<file path="config.mk">
export PLATFORM = sky130hd
export DESIGN_NAME = morse_key_sequencer
export DESIGN_NICKNAME = d
export VERILOG_FILES = /design/src/rtl/morse_key_sequencer.sv
export SDC_FILE = /design/constraint.sdc
export NUM_CORES = 1
export LEC_CHECK = 0
export BUFFER_PORTS_ARGS = -buffer_cell sky130_fd_sc_hd__clkbuf_2
export CORE_UTILIZATION = 61
export DETAILED_ROUTE_END_ITERATION = 8
export PLACE_DENSITY = 0.84
export SETUP_SLACK_MARGIN = 0.4
export SYNTH_ARGS = -nofsm -noshare
export SYNTH_HDL_FRONTEND = slang
export SYNTH_SLANG_ARGS = --single-unit
</file>
<file path="constraint.sdc">
create_clock -name clk -period 3.8 [get_ports clk]
set_input_delay 0.76 -clock clk [delete_from_list [all_inputs] [get_ports clk]]
set_output_delay 0.76 -clock clk [all_outputs]
set_load 0.005 [all_outputs]
</file>
<file path="src/rtl/morse_key_sequencer.sv">
// Morse key front end: synchronises and debounces the raw key, times presses and releases
// in prescaled units, and emits dot/dash/end-of-character symbols plus word-gap pulses.
module morse_key_sequencer #(
    parameter int TICK_DIV  = 1000,
    parameter int DB_CYCLES = 16,
    parameter int CNT_W     = 8,
    parameter int MAX_SYM   = 6
) (
    input  logic             clk,
    input  logic             rst,
    input  logic             enable,
    input  logic             key_in,
    input  logic [CNT_W-1:0] dash_thresh,
    input  logic [CNT_W-1:0] char_gap,
    input  logic [CNT_W-1:0] word_gap,
    output logic [1:0]       morse_signal,
    output logic             word_end,
    output logic             char_overrun,
    output logic             busy
);

    localparam int PW = (TICK_DIV > 2) ? $clog2(TICK_DIV) : 1;
    localparam int DW = (DB_CYCLES > 1) ? $clog2(DB_CYCLES + 1) : 1;
    localparam int EW = $clog2(MAX_SYM + 2);

    typedef enum logic [1:0] {IDLE, PRESS, GAP, WAIT_WORD} state_t;

    state_t           state, state_n;
    logic             sync1, key_s, key_db, key_db_d;
    logic [DW-1:0]    db_cnt;
    logic [PW-1:0]    presc;
    logic [CNT_W-1:0] dur;
    logic [EW-1:0]    elem_cnt, elem_n;
    logic [1:0]       sym_n;
    logic             wend_n, ovr_n;
    logic             tick, db_rise, db_fall, db_edge;
    logic [CNT_W-1:0] gap_min;

    // Synchroniser and debouncer keep running while disabled so key_db always reflects the key
    always_ff @(posedge clk) begin
        if (rst) begin
            sync1    <= 1'b0;
            key_s    <= 1'b0;
            key_db   <= 1'b0;
            key_db_d <= 1'b0;
            db_cnt   <= '0;
        end else begin
            sync1    <= key_in;
            key_s    <= sync1;
            key_db_d <= key_db;
            if (key_s == key_db) begin
                db_cnt <= '0;
            end else if (db_cnt == DW'(DB_CYCLES - 1)) begin
                key_db <= key_s;
                db_cnt <= '0;
            end else begin
                db_cnt <= db_cnt + 1'b1;
            end
        end
    end

    assign db_rise = key_db & ~key_db_d;
    assign db_fall = ~key_db & key_db_d;
    assign db_edge = db_rise | db_fall;
    assign tick    = (presc == PW'(TICK_DIV - 1));

    // Prescaler and duration restart on each debounced edge so durations are edge-aligned
    always_ff @(posedge clk) begin
        if (rst || !enable || db_edge) begin
            presc <= '0;
            dur   <= '0;
        end else begin
            presc <= tick ? '0 : presc + 1'b1;
            if (tick && (dur != {CNT_W{1'b1}})) begin
                dur <= dur + 1'b1;
            end
        end
    end

    always_ff @(posedge clk) begin
        if (rst) begin
            state        <= IDLE;
            elem_cnt     <= '0;
            morse_signal <= 2'b00;
            word_end     <= 1'b0;
            char_overrun <= 1'b0;
        end else begin
            state        <= state_n;
            elem_cnt     <= elem_n;
            morse_signal <= sym_n;
            word_end     <= wend_n;
            char_overrun <= ovr_n;
        end
    end

    assign gap_min = (char_gap == '0) ? CNT_W'(1) : char_gap;

    // A key rise is tested before any gap threshold so it wins when both happen together
    always_comb begin
        state_n = state;
        elem_n  = elem_cnt;
        sym_n   = 2'b00;
        wend_n  = 1'b0;
        ovr_n   = char_overrun;
        if (!enable) begin
            state_n = IDLE;
            elem_n  = '0;
        end else begin
            case (state)
                IDLE: begin
                    if (db_rise) begin
                        state_n = PRESS;
                        elem_n  = '0;
                    end
                end
                PRESS: begin
                    if (db_fall) begin
                        sym_n = (dur >= dash_thresh) ? 2'b10 : 2'b01;
                        if (elem_cnt >= EW'(MAX_SYM)) begin
                            ovr_n = 1'b1;
                        end
                        if (elem_cnt <= EW'(MAX_SYM)) begin
                            elem_n = elem_cnt + 1'b1;
                        end
                        state_n = GAP;
                    end
                end
                GAP: begin
                    if (db_rise) begin
                        state_n = PRESS;
                    end else if (dur >= gap_min) begin
                        sym_n   = 2'b11;
                        ovr_n   = 1'b0;
                        elem_n  = '0;
                        state_n = WAIT_WORD;
                    end
                end
                WAIT_WORD: begin
                    if (db_rise) begin
                        state_n = PRESS;
                        elem_n  = '0;
                    end else if (dur >= word_gap) begin
                        wend_n  = 1'b1;
                        state_n = IDLE;
                    end
                end
                default: state_n = IDLE;
            endcase
        end
    end

    assign busy = (state != IDLE);

endmodule

</file>
# Word level (Yosys, flattened, before mapping)
# Cells that the tools add are included.
[word_totals] elab_cells=87 in_bits=28 reg_bits=36
[classes] n_addsub=4 reduce_logical=17 eq_ne=16 muxes=25 bitwise=8 order_cmp=5
[op_table] op="greater-or-equal comparator 8 bit" n=3
[op_table] op="2-to-1 mux 2 bit" n=10
[op_table] op="2-to-1 mux 3 bit" n=5
[op_table] op="!= test 2 bit, second input constant" n=6
[op_table] op="adder 10 x 1 -> 10 bit, second input constant" n=1
[op_table] op="== test 10 bit, second input constant" n=1
[op_table] op="case mux 3 bit (3 select lines)" n=1
[op_table] op="adder 8 x 1 -> 8 bit, second input constant" n=1
[op_table] op="logical NOT 8 bit" n=1
[op_table] op="2-to-1 mux 8 bit" n=1
[op_table] op="!= test 8 bit, second input constant" n=1
[op_table] op="case mux 2 bit (4 select lines)" n=1
[op_table] op="!= test 3 bit, second input constant" n=2
[op_table] op="AND reduction 6 bit" n=1
[op_table] op="OR reduction 2 bit" n=3
[op_table] op="adder 5 x 1 -> 5 bit, second input constant" n=1
[op_table] op="== test 5 x 4 -> 1 bit, second input constant" n=1
[op_table] op="2-to-1 mux 1 bit" n=5
[op_table] op="NOT 1 bit" n=5
[op_table] op="AND reduction 5 bit" n=1
[op_table] op="== test 2 bit, second input constant" n=2
[op_table] op="case mux 2 bit (2 select lines)" n=1
[op_table] op="AND reduction 4 bit" n=1
[op_table] op="nonzero test 2 bit" n=2
[op_table] op="other kinds (16)" n=18

# Longest topological paths before layout
[depth] word_depth=6 depth_mapped=8 ltp_nobuf=8

# Worst setup path before layout
# No wires, ideal clock.
[synth_path] kind="input -> register" startpoint="input char_gap[6]" endpoint="register state[1]" path_slack_ns=1.215 arrival_ns=2.468 cell_stages=8 cell_sequence="nor4_1 -> a41o_1 -> ha_1 -> nand2b_1 -> a211o_1 -> a21oi_1 -> a221oi_1 -> a32o_1"
[synth_via] elab_chain_len=5
[synth_rtl] element="start: declaration" line="14" text="input logic [CNT_W-1:0] char_gap,"
[synth_rtl] element="logical NOT 8 bit" line="96" text="assign gap_min = (char_gap == '0) ? CNT_W'(1) : char_gap;"
[synth_rtl] element="2-to-1 mux 8 bit (*)" line="96"
[synth_rtl] element="greater-or-equal comparator 8 bit (*)" line="131" text="end else if (dur >= gap_min) begin"
[synth_rtl] element="!= test 3 bit (no line) (*)"
[synth_rtl] element="AND reduction 4 bit (no line) (*)"
[synth_rtl] element="end signal: assignment" line="88" text="state <= state_n;"
[synth_rtl] element="end: declaration" line="28" text="state_t state, state_n;"
# Mark *: on every way between the ends. The rest lies on a longest branch, timed or not.
# A chain may end at the register's enable or synchronous reset.

# Worst setup path in the final report
# Ends and elaborated chain as after synthesis.

==> reports/qor.yml <==
synthesis:
  ys_types: 39
  synth-seq-cells: 36
  synth_area_um2: 2270
  seq_area_frac_synth_pct: 31.8
  yosysTopAreaCell: "dfxtp_1"
  synthArstFlopShare_pct: 0
  netlist_top_cells_area: "dfxtp_1 (32%), ha_1 (20%), nor2_1 (5.8%), inv_1 (5.3%), xor2_1 (3.9%)"
  postSynthCellCount: 263
  yosysTopAreaCellShare_pct: 31.8
  ys.flop_type: "dfxtp_1"
  yosys_warnings: 0
  synth-edff-count: 0
  synth_nets: 328
  synth_commonest_cells: "ha_1 (37), dfxtp_1 (36), nor2_1 (35), inv_1 (32), nand2_1 (17)"
  avgSynthCellArea_um2: 8.62
  synth.most_common_cell: "ha_1"
worst_hold_path:
  hp-class: "reg2reg"
die:
  die_y_um: 63.0
  core_area_um2: 3440
  fp-row-count: 21
  fp.dieW_um: 63.0
  ios: 33
  dieArea_um2: 3960
  start_util_pct: 65.9
finish:
  fill_cells: 265
  drive_gt1_share_pct: 15.0
  seqCellArea_um2: 721
  multiInputGateArea_um2: 1420
  diodes: 0
  post-route-util_pct: 75.1
  synthToLayoutAreaGrowth_pct: 14.0
  layout.cells.non_filler: 347
  nNetsFinal: 365
timing:
  clock_skew_ns: 0.00632
  report.final.slew_viol_count: 0
  hold_viol_final: 0
  rsz0062_at_grt: "false"
  setup_viol: 0
  finalCritPeriodShare_pct: 70.0
  fin_tns_setup_ns: 0
  max_freq_mhz: 376
  period_minus_slack_ns: 2.66
  slew_headroom_pct: 35.1
  tightest_slew_ns: 0.959
cts:
  clockBufferDepth: 2
  numCtsBuffers: 5
  cts_resized: 0
  cts_setup_buffers: 0
  hold_buffers: 0
  clockRootBuffer: "clkbuf_8"
  clock_latency_ns: 0.29
  cts_max_level: 2
  cts.clk_slew.worst_paths_ns: 0.07
  cts.sinks: 36
  cts_tree: "done"
routing:
  routed_wl_mm: 3.97
  viasPerCell: 5.36
  drt_iter0_drc: 68
  firstDrtPassIters: 4
  antenna_left: 0
  drc: 0
  avgRoutedWirePerCell_um: 11.4
  num_vias: 1861
power_and_ir_drop:
  irDropWorstVdd_mv: 0.251
  power.leakage_uw: 0.00119
  cellPowerDensity_nw_per_um2: 290
critical_path:
  worst_setup_path_start_kind: "input pin"
  required_ns: 3.98
  end_kind: "register"
  crit_fanout: 6
  criticalPathCategory: "in2reg"
  cp.arrival_ns: 2.84
place:
  dp_cells: 339
  place.gp.congestion: 0.787
  dp_hpwl_mm: 3.09
  portBuffers: 32
grt:
  grt_max_degree: 15
  grt_pass1_wl_mm: 7.30
  grt_pass1_vias: 1772
  grt_antenna_before_repair: 0
  track_usage_pct: 23.1
  overflow: 0
status:
  status: "finished clean"
flow_run:
  drv_cap: 0
## worst paths after layout
check,cells after the start,slack (ns),endpoint,start
max reg2reg,7,1.64,state[1],dur[0]
min,1,0.44,key_s,sync1
max,9,1.14,state[1],char_gap[6]
min reg2reg,1,0.44,key_s,sync1
## report_power, final
group | total (uW) | internal (uW) | switching [uW]
Clock | 323 | 194 | 128
Sequential | 381 | 380 | 1.40
Combinational | 47.0 | 22.3 | 24.7
Total | 751 | 596 | 154
## metrics by stage
stage	total power [uW]	hold slack, ns	setup WS (ns)	cell area (um2)
finish	751	0.440	1.14	2580
global route	783	0.459	0.989	2580
CTS	762	0.444	1.17	2580
detailed placement	437	0.429	0.861	2480
global placement	435	0.423	0.877	2480
floorplan	415	0.414	1.21	2270
## state kept, by name, indices dropped and copies added, names as in the netlist, 2 cells and up
name / flops
db_cnt: 5
dur: 8
presc: 10
state: 2
elem_cnt: 3
morse_signal: 2
## worst max-delay path, cell delays in order
cell      delay (ns)
clkbuf_2        0.09
nor4_1          0.27
a41o_1          0.22
ha_1            0.22
nand2b_1        0.13
a211o_1         0.28
a21oi_1         0.42
a221oi_1        0.20
a32o_1          0.24
## cells in the final DEF, fill, tap and decap left out, types with 2 or more instances in the layout
cell	synthesis	routed
a211o_1	2	2
a211oi_1	4	4
a21oi_1	9	9
a221oi_1	2	2
and3_1	7	7
clkbuf_2	0	32
clkbuf_8	0	5
dfxtp_1	36	36
ha_1	37	37
inv_1	32	32
mux2i_1	5	5
nand2_1	17	17
nand2b_1	5	5
nand3_1	10	10
nand4_1	5	5
nor2_1	35	35
nor2b_1	6	6
nor3_1	2	2
o2111ai_1	2	2
o211ai_1	2	2
o21ai_0	8	8
xnor2_1	8	8
xor2_1	10	10
## final cells by class
| class | instances | area share [%] |
|---|---|---|
| inverters | 32 | 4.65 |
| repair buffers | 32 | 6.20 |
| clock inverters | 2 | 1.36 |
| clock buffers | 6 | 2.81 |
| flip-flops and latches | 36 | 27.9 |
| well taps | 46 | 2.23 |
| multi-input cells | 193 | 54.9 |
## per-layer routing
metal	up-vias	global-route usage (%)	routed length, um
li1	982	-	-
met1	834	27.3	1880
met2	36	39.1	1850
met3	9	5.66	155
met4	0	9.88	87
met5	-	0	0
## cell families after synthesis
family	after synthesis	share of synthesized area, %
compound gates	37	12.0
xor+xnor	18	6.95
fa+ha+maj	37	20.4
buf+inv	34	5.63
flops	36	31.8
mux	5	2.21
simple gates	96	21.0
Note: power is estimated with default switching activity, not from simulation.
